File: src/rtl/dcache_ctrl_pkg.sv
// ---------------------------------------------------------------------------
// dcache_ctrl_pkg
// Purpose : shared definitions for the direct-mapped write-through data cache.
//           FSM state encoding and helpers that split a byte address into
//           offset / word / index / tag fields.
// Ports   : none (package)
// ---------------------------------------------------------------------------
package dcache_ctrl_pkg;

    typedef enum logic [1:0] {
        IDLE   = 2'd0,
        REFILL = 2'd1,
        WRITE  = 2'd2,
        WDONE  = 2'd3
    } state_t;

    function automatic int word_bits(input int words);
        return $clog2(words);
    endfunction

    function automatic int index_bits(input int lines);
        return $clog2(lines);
    endfunction

    // Tag is whatever remains above the word and index fields of the word address.
    function automatic int tag_bits(input int addr_w, input int lines, input int words);
        return addr_w - 2 - $clog2(lines) - $clog2(words);
    endfunction

endpackage

File: src/rtl/dcache_ctrl_if.sv
// ---------------------------------------------------------------------------
// dcache_ctrl_if
// Purpose : bundles the core-side request bus and the memory-side handshake
//           bus of the data cache.
// Ports   : cpu_addr/cpu_re/cpu_we/cpu_wdata  core request
//           cpu_rdata/stall                   core response
//           mem_addr/mem_re/mem_we/mem_wdata  memory request
//           mem_rdata/mem_ready               memory response
// Modports: slave  - the cache controller
//           master - the environment (core + main memory)
// ---------------------------------------------------------------------------
interface dcache_ctrl_if #(
    parameter int ADDR_W = 32,
    parameter int DATA_W = 32
);

    logic [ADDR_W-1:0] cpu_addr;
    logic              cpu_re;
    logic              cpu_we;
    logic [DATA_W-1:0] cpu_wdata;
    logic [DATA_W-1:0] cpu_rdata;
    logic              stall;
    logic [ADDR_W-1:0] mem_addr;
    logic              mem_re;
    logic              mem_we;
    logic [DATA_W-1:0] mem_wdata;
    logic [DATA_W-1:0] mem_rdata;
    logic              mem_ready;

    modport slave (
        input  cpu_addr, cpu_re, cpu_we, cpu_wdata, mem_rdata, mem_ready,
        output cpu_rdata, stall, mem_addr, mem_re, mem_we, mem_wdata
    );

    modport master (
        output cpu_addr, cpu_re, cpu_we, cpu_wdata, mem_rdata, mem_ready,
        input  cpu_rdata, stall, mem_addr, mem_re, mem_we, mem_wdata
    );

endinterface

File: src/rtl/dcache_array.sv
// ---------------------------------------------------------------------------
// dcache_array
// Purpose : tag / valid / data storage of the cache. Asynchronous read,
//           synchronous write, synchronous clear of all valid bits.
// Ports   : clk, rst_n            clock, synchronous active-low reset
//           index                 line selected for both read and write
//           rd_word               word read out on rd_data
//           rd_tag/rd_valid       tag and valid bit of the selected line
//           data_we/wr_word/wr_data  word write into the selected line
//           tag_we/wr_tag         tag write; also marks the line valid
// ---------------------------------------------------------------------------
module dcache_array #(
    parameter int LINES  = 32,
    parameter int WORDS  = 4,
    parameter int TAG_W  = 23,
    parameter int DATA_W = 32,
    localparam int IB    = $clog2(LINES),
    localparam int WB    = $clog2(WORDS)
) (
    input  logic              clk,
    input  logic              rst_n,
    input  logic [IB-1:0]     index,
    input  logic [WB-1:0]     rd_word,
    output logic [TAG_W-1:0]  rd_tag,
    output logic              rd_valid,
    output logic [DATA_W-1:0] rd_data,
    input  logic              data_we,
    input  logic [WB-1:0]     wr_word,
    input  logic [DATA_W-1:0] wr_data,
    input  logic              tag_we,
    input  logic [TAG_W-1:0]  wr_tag
);

    logic [DATA_W-1:0] data_mem [LINES*WORDS];
    logic [TAG_W-1:0]  tag_mem  [LINES];
    logic [LINES-1:0]  valid;

    assign rd_data  = data_mem[{index, rd_word}];
    assign rd_tag   = tag_mem[index];
    assign rd_valid = valid[index];

    // Data and tags carry no reset; a cleared valid bit makes their contents irrelevant.
    always_ff @(posedge clk) begin
        if (data_we) data_mem[{index, wr_word}] <= wr_data;
        if (tag_we)  tag_mem[index]             <= wr_tag;
    end

    always_ff @(posedge clk) begin
        if (!rst_n)      valid        <= '0;
        else if (tag_we) valid[index] <= 1'b1;
    end

endmodule

File: src/rtl/dcache_ctrl.sv
// ---------------------------------------------------------------------------
// dcache_ctrl
// Purpose : direct-mapped, write-through, no-write-allocate data cache
//           between the ALU and main memory. Read hits answer in the same
//           cycle; misses and every store stall the core while a handshaked
//           memory transaction runs.
// Ports   : clk    rising-edge clock
//           rst_n  synchronous active-low reset
//           bus    dcache_ctrl_if.slave (core request/response + memory handshake)
// ---------------------------------------------------------------------------
module dcache_ctrl
    import dcache_ctrl_pkg::*;
#(
    parameter int LINES  = 32,
    parameter int WORDS  = 4,
    parameter int ADDR_W = 32,
    parameter int DATA_W = 32
) (
    input logic          clk,
    input logic          rst_n,
    dcache_ctrl_if.slave bus
);

    localparam int WB    = word_bits(WORDS);
    localparam int IB    = index_bits(LINES);
    localparam int TAG_W = tag_bits(ADDR_W, LINES, WORDS);
    localparam int WA_W  = ADDR_W - 2;

    state_t            state, next_state;
    logic [WA_W-1:0]   lat_waddr, look_waddr;
    logic [DATA_W-1:0] lat_wdata;
    logic [WB-1:0]     cnt, look_word, wr_word;
    logic [IB-1:0]     look_index;
    logic [TAG_W-1:0]  look_tag, rd_tag;
    logic [DATA_W-1:0] rd_data, wr_data;
    logic              rd_valid, hit, latch_req, data_we, tag_we;
    logic              stall, mem_re, mem_we;
    logic [DATA_W-1:0] cpu_rdata, mem_wdata;
    logic [ADDR_W-1:0] mem_addr;
    logic              unused_offset;

    // Byte offset is meaningless for word accesses.
    assign unused_offset = ^bus.cpu_addr[1:0];

    // While idle the array is looked up with the live core address; during a
    // transaction it follows the latched address so the request may change.
    assign look_waddr = (state == IDLE) ? bus.cpu_addr[ADDR_W-1:2] : lat_waddr;
    assign look_word  = look_waddr[WB-1:0];
    assign look_index = look_waddr[WB +: IB];
    assign look_tag   = look_waddr[WA_W-1 -: TAG_W];
    assign hit        = rd_valid && (rd_tag == look_tag);

    dcache_array #(
        .LINES  (LINES),
        .WORDS  (WORDS),
        .TAG_W  (TAG_W),
        .DATA_W (DATA_W)
    ) u_array (
        .clk      (clk),
        .rst_n    (rst_n),
        .index    (look_index),
        .rd_word  (look_word),
        .rd_tag   (rd_tag),
        .rd_valid (rd_valid),
        .rd_data  (rd_data),
        .data_we  (data_we),
        .wr_word  (wr_word),
        .wr_data  (wr_data),
        .tag_we   (tag_we),
        .wr_tag   (look_tag)
    );

    // Next state and all outputs. Memory outputs depend only on registered
    // state, so they hold steady while a request is pending.
    always_comb begin
        next_state = state;
        stall      = 1'b0;
        cpu_rdata  = '0;
        mem_re     = 1'b0;
        mem_we     = 1'b0;
        mem_addr   = '0;
        mem_wdata  = '0;
        latch_req  = 1'b0;
        data_we    = 1'b0;
        tag_we     = 1'b0;
        wr_word    = look_word;
        wr_data    = bus.mem_rdata;
        case (state)
            IDLE: begin
                if (bus.cpu_we) begin
                    stall      = 1'b1;
                    latch_req  = 1'b1;
                    next_state = WRITE;
                end else if (bus.cpu_re) begin
                    if (hit) begin
                        cpu_rdata = rd_data;
                    end else begin
                        stall      = 1'b1;
                        latch_req  = 1'b1;
                        next_state = REFILL;
                    end
                end
            end
            REFILL: begin
                stall    = 1'b1;
                mem_re   = 1'b1;
                mem_addr = {lat_waddr[WA_W-1:WB], cnt, 2'b00};
                if (bus.mem_ready) begin
                    data_we = 1'b1;
                    wr_word = cnt;
                    // Tag and valid go in with the last beat, so an aborted
                    // refill never leaves a half-filled line marked valid.
                    if (cnt == WB'(WORDS - 1)) begin
                        tag_we     = 1'b1;
                        next_state = IDLE;
                    end
                end
            end
            WRITE: begin
                stall     = 1'b1;
                mem_we    = 1'b1;
                mem_addr  = {lat_waddr, 2'b00};
                mem_wdata = lat_wdata;
                if (bus.mem_ready) begin
                    data_we    = hit;
                    wr_data    = lat_wdata;
                    next_state = WDONE;
                end
            end
            WDONE: begin
                // One unstalled cycle lets the core retire the store without re-issuing it.
                next_state = IDLE;
            end
            default: next_state = IDLE;
        endcase
    end

    always_ff @(posedge clk) begin
        if (!rst_n) begin
            state <= IDLE;
            cnt   <= '0;
        end else begin
            state <= next_state;
            if (latch_req)
                cnt <= '0;
            else if (state == REFILL && bus.mem_ready)
                cnt <= cnt + WB'(1);
        end
    end

    always_ff @(posedge clk) begin
        if (latch_req) begin
            lat_waddr <= bus.cpu_addr[ADDR_W-1:2];
            lat_wdata <= bus.cpu_wdata;
        end
    end

    assign bus.cpu_rdata = cpu_rdata;
    assign bus.stall     = stall;
    assign bus.mem_addr  = mem_addr;
    assign bus.mem_re    = mem_re;
    assign bus.mem_we    = mem_we;
    assign bus.mem_wdata = mem_wdata;

endmodule

File: src/flat_wrapper.sv
// flat-port wrapper written by rule: the top's interface ports become plain ports
module dcache_ctrl_flat import dcache_ctrl_pkg::*;
#(
    parameter int LINES  = 32,
    parameter int WORDS  = 4,
    parameter int ADDR_W = 32,
    parameter int DATA_W = 32
)
  (clk, rst_n, bus_cpu_addr, bus_cpu_re, bus_cpu_we, bus_cpu_wdata, bus_mem_rdata, bus_mem_ready, bus_cpu_rdata, bus_stall, bus_mem_addr, bus_mem_re, bus_mem_we, bus_mem_wdata);
  dcache_ctrl_if #(.ADDR_W(ADDR_W), .DATA_W(DATA_W)) bus_i ();
  input logic clk;
  input logic rst_n;
  input wire logic [$bits(bus_i.cpu_addr)-1:0] bus_cpu_addr;
  input wire logic [$bits(bus_i.cpu_re)-1:0] bus_cpu_re;
  input wire logic [$bits(bus_i.cpu_we)-1:0] bus_cpu_we;
  input wire logic [$bits(bus_i.cpu_wdata)-1:0] bus_cpu_wdata;
  input wire logic [$bits(bus_i.mem_rdata)-1:0] bus_mem_rdata;
  input wire logic [$bits(bus_i.mem_ready)-1:0] bus_mem_ready;
  output wire logic [$bits(bus_i.cpu_rdata)-1:0] bus_cpu_rdata;
  output wire logic [$bits(bus_i.stall)-1:0] bus_stall;
  output wire logic [$bits(bus_i.mem_addr)-1:0] bus_mem_addr;
  output wire logic [$bits(bus_i.mem_re)-1:0] bus_mem_re;
  output wire logic [$bits(bus_i.mem_we)-1:0] bus_mem_we;
  output wire logic [$bits(bus_i.mem_wdata)-1:0] bus_mem_wdata;
  assign bus_i.cpu_addr = bus_cpu_addr;
  assign bus_i.cpu_re = bus_cpu_re;
  assign bus_i.cpu_we = bus_cpu_we;
  assign bus_i.cpu_wdata = bus_cpu_wdata;
  assign bus_i.mem_rdata = bus_mem_rdata;
  assign bus_i.mem_ready = bus_mem_ready;
  assign bus_cpu_rdata = bus_i.cpu_rdata;
  assign bus_stall = bus_i.stall;
  assign bus_mem_addr = bus_i.mem_addr;
  assign bus_mem_re = bus_i.mem_re;
  assign bus_mem_we = bus_i.mem_we;
  assign bus_mem_wdata = bus_i.mem_wdata;
  dcache_ctrl #(.LINES(LINES), .WORDS(WORDS), .ADDR_W(ADDR_W), .DATA_W(DATA_W)) u_core (.clk(clk), .rst_n(rst_n), .bus(bus_i));
endmodule
File: config.mk
export PLATFORM = sky130hd
export DESIGN_NAME = dcache_ctrl_flat
export DESIGN_NICKNAME = d
export VERILOG_FILES = /design/src/rtl/dcache_ctrl_pkg.sv /design/src/rtl/dcache_ctrl_if.sv /design/src/rtl/dcache_array.sv /design/src/rtl/dcache_ctrl.sv /design/src/flat_wrapper.sv
export SDC_FILE = /design/constraint.sdc
export NUM_CORES = 2
export LEC_CHECK = 0
export CORE_MARGIN = 2
export CORE_UTILIZATION = 33
export DETAILED_ROUTE_END_ITERATION = 8
export HOLD_SLACK_MARGIN = 0.15
export PLACE_DENSITY_LB_ADDON = 0.15
export SETUP_SLACK_MARGIN = 0.3
export SYNTH_ARGS = -nofsm -noshare
export SYNTH_HDL_FRONTEND = slang
export SYNTH_MEMORY_MAX_BITS = 65536
export SYNTH_SLANG_ARGS = --single-unit
File: constraint.sdc
create_clock -name clk -period 11.13 [get_ports clk]
set_input_delay 2.226 -clock clk [delete_from_list [all_inputs] [get_ports clk]]
set_output_delay 2.226 -clock clk [all_outputs]
set_load 0.005 [all_outputs]
==> results.txt <==
- In this run the count of I/O pins placed on the die edge is 200.
* Routability cong.: approximately 0.8
- Power density relative to cell area: 249 mW/mm²
- Result of the run: completed
- Number of max-cap violations: 0
- At the worst endpoint, the arrival time is 8.41 ns.
- The die is roughly 760 µm tall.
- After synthesis the cells add up to 0.191 mm².
* Worst Min Path Start: u_core.u_array.valid[19]$_SDFFE_PN0P_
- Worst IR Drop VDD: 266 µV
* Count of different cell masters after synthesis: 67
* Mean instance size in the synthesized netlist: 20.1 µm²
* Standard cell area after detailed placement: 0.206 mm²
- Worst path slowest cell: sky130_fd_sc_hd__clkdlybuf4s50_1
- For this run the aggregate overflow at the end of global routing stands at 0.
* Fraction of final layout cells sized beyond drive strength 1: 25.1%
- Root buffer cell: sky130_fd_sc_hd__clkbuf_16
- Num rows: 279
- The first global-routing pass estimated 854 mm of wire.
* Largest clock skew in the final design: 0.0609 ns
* Cell count after synthesis: 9489
* Count of flip-flops with a built-in enable after synthesis: about 4900
* Sequence of cells on the critical path: clkdlybuf4s50_1, mux2_8, buf_4, nor3_1, o41ai_1, nand4_1, o31ai_1, nand4_1, or4_1, or4_4, nor3_4, buf_12, o311a_1, buf_12, clkdlybuf4s50_1
- The critical path is of the input pin to output port type.
* CTS tree: built
- After synthesis the netlist holds a flip-flop and latch count of 4930.
- Count of antenna-violating nets left after detailed routing: 0
* Largest buffer count on any clock path: 4
- The initial antenna violation count came to 58.
* Hold Path Stages: 1
- Global routing used 21.0% of the available tracks across all layers.
- OpenSTA, run right after detailed placement, puts the worst setup slack at 0.315 ns.
* Crit-path max FO: 26
- The worst setup path is captured at an output port.
- Worst hold path class: flop to flop
* Unrepaired setup endpoints after global routing: no
* Depth of the CTS H-tree: 6
- The initial utilization of the core area, before any placement, comes to 33.1%.
* Tightest Pin Transition: 1.27 ns
- The worst path in the final design needs a cycle of roughly 11 ns, including I/O delays and setup.
- For this run, the register share of the synthesized area comes to between 70% and 80%.
- During synthesis, Yosys emitted a total of 0 warnings.
- Reg2Reg Depth: 15
- The final max-slew violation count came to 0.
- Setup slack on the worst flop-to-flop path: 3.31 ns
* Clock latency of the later-clocked register in the worst-skew pair: 1.07 ns
- After the last flow step, the layout net total stands at 10292.
* Flip-flop cell with the highest count after synthesis: sky130_fd_sc_hd__edfxtp_1
* Post-synthesis async set-or-reset flop share: 0%
- Endpoint of the most critical register-to-register path: u_core.u_array.data_mem[45][12]$_DFFE_PP_
- DIE WIDTH: approximately 760 µm
* Minimum setup slack in the final design: 0.492 ns
- P&R area growth vs syn: 17.5%
- Normalized max-slew margin: 15.0%
- Final design area excluding fillers: 0.224 mm²
- Reg-to-Reg Start: u_core.state[0]$_SDFFE_PN0P_
* Peak per-stage delay on the critical path: around 0.85 ns
* CTS Buf Count: 552
* HPWL Detailed: 357 mm
* Port bufs: 195
* Achievable Freq: 0.0940 GHz
* Area of the die: 0.584 mm²
- Core Area: between 0.5 and 0.6 mm²
* Pre-antenna DRT Iters: 5
* Num Clock Sinks: 4930
* Number of fill cells: 51844
* Vias per cell: roughly 5.5
- The number of buffers and inverters on the critical path is 5.
* Routed vias: 101378
- Dividing the final minimum period by the clock period gives 95.6%.
* Post-route DRC: 0
- Hold-fix buffers, CTS: 0
- For this run, the share of the core covered by cells in the final layout is 38.9%.
* Crit-path leading delay family: simple AND/OR/NAND/NOR gates
- The number of hold-slack violations in the final timing report is 0.
- For the worst setup path, the data required time is 8.90 ns.
- For the final routed database, the setup TNS stands at 0 ns.
- Register clock-pin slew on the reported worst setup and hold paths: 0.06 ns
- After detailed routing, the average wire length per cell comes to about 34 µm.
* Number of DRC markers after the initial detailed-route iteration: 11841
- For hold timing, the worst endpoint is u_core.u_array.valid[19]$_SDFFE_PN0P_.
- Maximum number of pins on one net before global-route repair: 101
- LEAKAGE: 69.3 nW
* Startpoint types: input pin
* Total Routed Length: 630 mm
* Number of global-route vias before repair: 103107
- Setup violations remaining at the end of the flow were counted as 0.
==> what timing repair did <==
action	in CTS	in global routing
pin swaps	0	0
setup buffers	5	0
endpoints found under the setup margin	1	1
gates resized for setup	0	2
gates cloned	2	3
==> routing by layer <==
metal  global-route usage [%]  part of all wire [%]
met1                     28.5                    42
met2                     35.0                    49
met3                     3.50                   6.8
met4                     5.89                   3.1
met5                        0                0.0098
==> power by group <==
| group | switching, mW | internal [mW] | leakage, nW |
|---|---|---|---|
| sequential | 0.0718 | 21.5 | 44.3 |
| clock | 7.62 | 10.0 | 8.43 |
| combinational | 11.2 | 5.47 | 16.6 |
| total | 18.9 | 36.9 | 69.3 |
==> cell families after synthesis <==
logic type,after synthesis,share of synthesized area [%]
AO/OA/AOI/OAI,699,2.47
AND/OR/NAND/NOR,2019,5.23
XOR/XNOR,6,0.0276
buffers and inverters,645,1.51
flip-flops,4930,77.5
adder cells (fa/ha/maj),5,0.0328
other,1,0.00197
multiplexers,1184,13.2
==> synthesized netlist by cell type (65+ instances only) <==
| cell | count | area share (%) |
|---|---|---|
| sky130_fd_sc_hd__mux4_2 | 1059 | 13 |
| sky130_fd_sc_hd__and2_1 | 65 | 0.21 |
| sky130_fd_sc_hd__and3_1 | 69 | 0.23 |
| sky130_fd_sc_hd__nor4_1 | 85 | 0.28 |
| sky130_fd_sc_hd__buf_2 | 207 | 0.54 |
| sky130_fd_sc_hd__nand3_1 | 171 | 0.45 |
| sky130_fd_sc_hd__a31oi_1 | 105 | 0.34 |
| sky130_fd_sc_hd__edfxtp_1 | 4894 | 77 |
| sky130_fd_sc_hd__nand2_1 | 751 | 1.5 |
| sky130_fd_sc_hd__mux2i_1 | 65 | 0.34 |
| sky130_fd_sc_hd__o22ai_1 | 213 | 0.70 |
| sky130_fd_sc_hd__buf_1 | 78 | 0.15 |
| sky130_fd_sc_hd__nor3_1 | 666 | 1.7 |
| sky130_fd_sc_hd__clkbuf_1 | 311 | 0.61 |
| sky130_fd_sc_hd__o41ai_1 | 106 | 0.49 |
| sky130_fd_sc_hd__a21oi_1 | 117 | 0.31 |
==> flip-flops by register name, summed over array words and instances, names as in the netlist <==
| signal | count |
|---|---|
| u_core.cnt | 2 |
| u_core.lat_waddr | 30 |
| u_core.lat_wdata | 32 |
| u_core.state | 2 |
| u_core.u_array.data_mem | 4096 |
| u_core.u_array.tag_mem | 736 |
| u_core.u_array.valid | 32 |
==> layout by cell type, fill, tap and decap left out, types with 118 or more instances in the layout <==
cell type and count:
sky130_fd_sc_hd__nor3_1 610, sky130_fd_sc_hd__nand2_1 740, sky130_fd_sc_hd__clkbuf_16 559, sky130_fd_sc_hd__clkdlybuf4s50_1 185, sky130_fd_sc_hd__nand3_1 171, sky130_fd_sc_hd__o22ai_1 207, sky130_fd_sc_hd__clkinv_1 118, sky130_fd_sc_hd__buf_4 515
sky130_fd_sc_hd__edfxtp_1 4894, sky130_fd_sc_hd__clkbuf_1 139, sky130_fd_sc_hd__mux4_2 1059
==> metrics by stage <==
| stage | cells | power, mW | hold slack [ns] |
|---|---|---|---|
| after floorplan | 9490 | 31.0 | 0.435 |
| after global placement | 17348 | 38.5 | 0.442 |
| after CTS | 18334 | 56.3 | 0.467 |
| final | 18359 | 55.8 | 0.465 |
| after global routing | 18339 | 57.7 | 0.485 |
| after detailed placement | 17349 | 38.7 | 0.453 |
==> worst reg2reg max path, cell delays in order (launching register included) <==
cell	delay (ns)
sky130_fd_sc_hd__dfxtp_1	0.34
sky130_fd_sc_hd__inv_1	0.14
sky130_fd_sc_hd__ha_4	0.56
sky130_fd_sc_hd__buf_4	0.58
sky130_fd_sc_hd__nand2_1	0.49
sky130_fd_sc_hd__o22ai_4	0.87
sky130_fd_sc_hd__o41ai_1	0.26
sky130_fd_sc_hd__nand4_1	0.21
sky130_fd_sc_hd__o31a_1	0.33
sky130_fd_sc_hd__o211ai_1	0.16
sky130_fd_sc_hd__or4_1	0.65
sky130_fd_sc_hd__or4_4	0.58
sky130_fd_sc_hd__o31a_2	0.62
sky130_fd_sc_hd__buf_4	0.50
sky130_fd_sc_hd__nor4_2	0.48
sky130_fd_sc_hd__buf_4	0.63
==> cell type report <==
| type | count | area, µm² | area share (%) |
|---|---|---|---|
| Inverter | 13 | 53.8 | 0.0240 |
| Tap cell | 7727 | 9670 | 4.32 |
| Sequential cell | 4930 | 148000 | 65.9 |
| Clock buffer | 701 | 14600 | 6.50 |
| Timing Repair Buffer | 769 | 7090 | 3.17 |
| Multi-Input combinational cell | 3920 | 42000 | 18.8 |
| Antenna cell | 22 | 55.1 | 0.0246 |
| Clock inverter | 277 | 2870 | 1.28 |
==> how the worst max path moves through the flow <==
stage                         start                                 endpoint  depth (start not counted)
floorplan           bus_cpu_addr[4]  u_core.u_array.data_mem[6][0]$_DFFE_PP_                         16
finish              bus_cpu_addr[5]                        bus_cpu_rdata[16]                         15
global route        bus_cpu_addr[4]                        bus_cpu_rdata[16]                         15
global placement    bus_cpu_addr[5]                        bus_cpu_rdata[24]                         16
detailed placement  bus_cpu_addr[7]                        bus_cpu_rdata[24]                         14
CTS                 bus_cpu_addr[7]                        bus_cpu_rdata[24]                         14
Note: power is estimated with default switching activity, not from simulation.
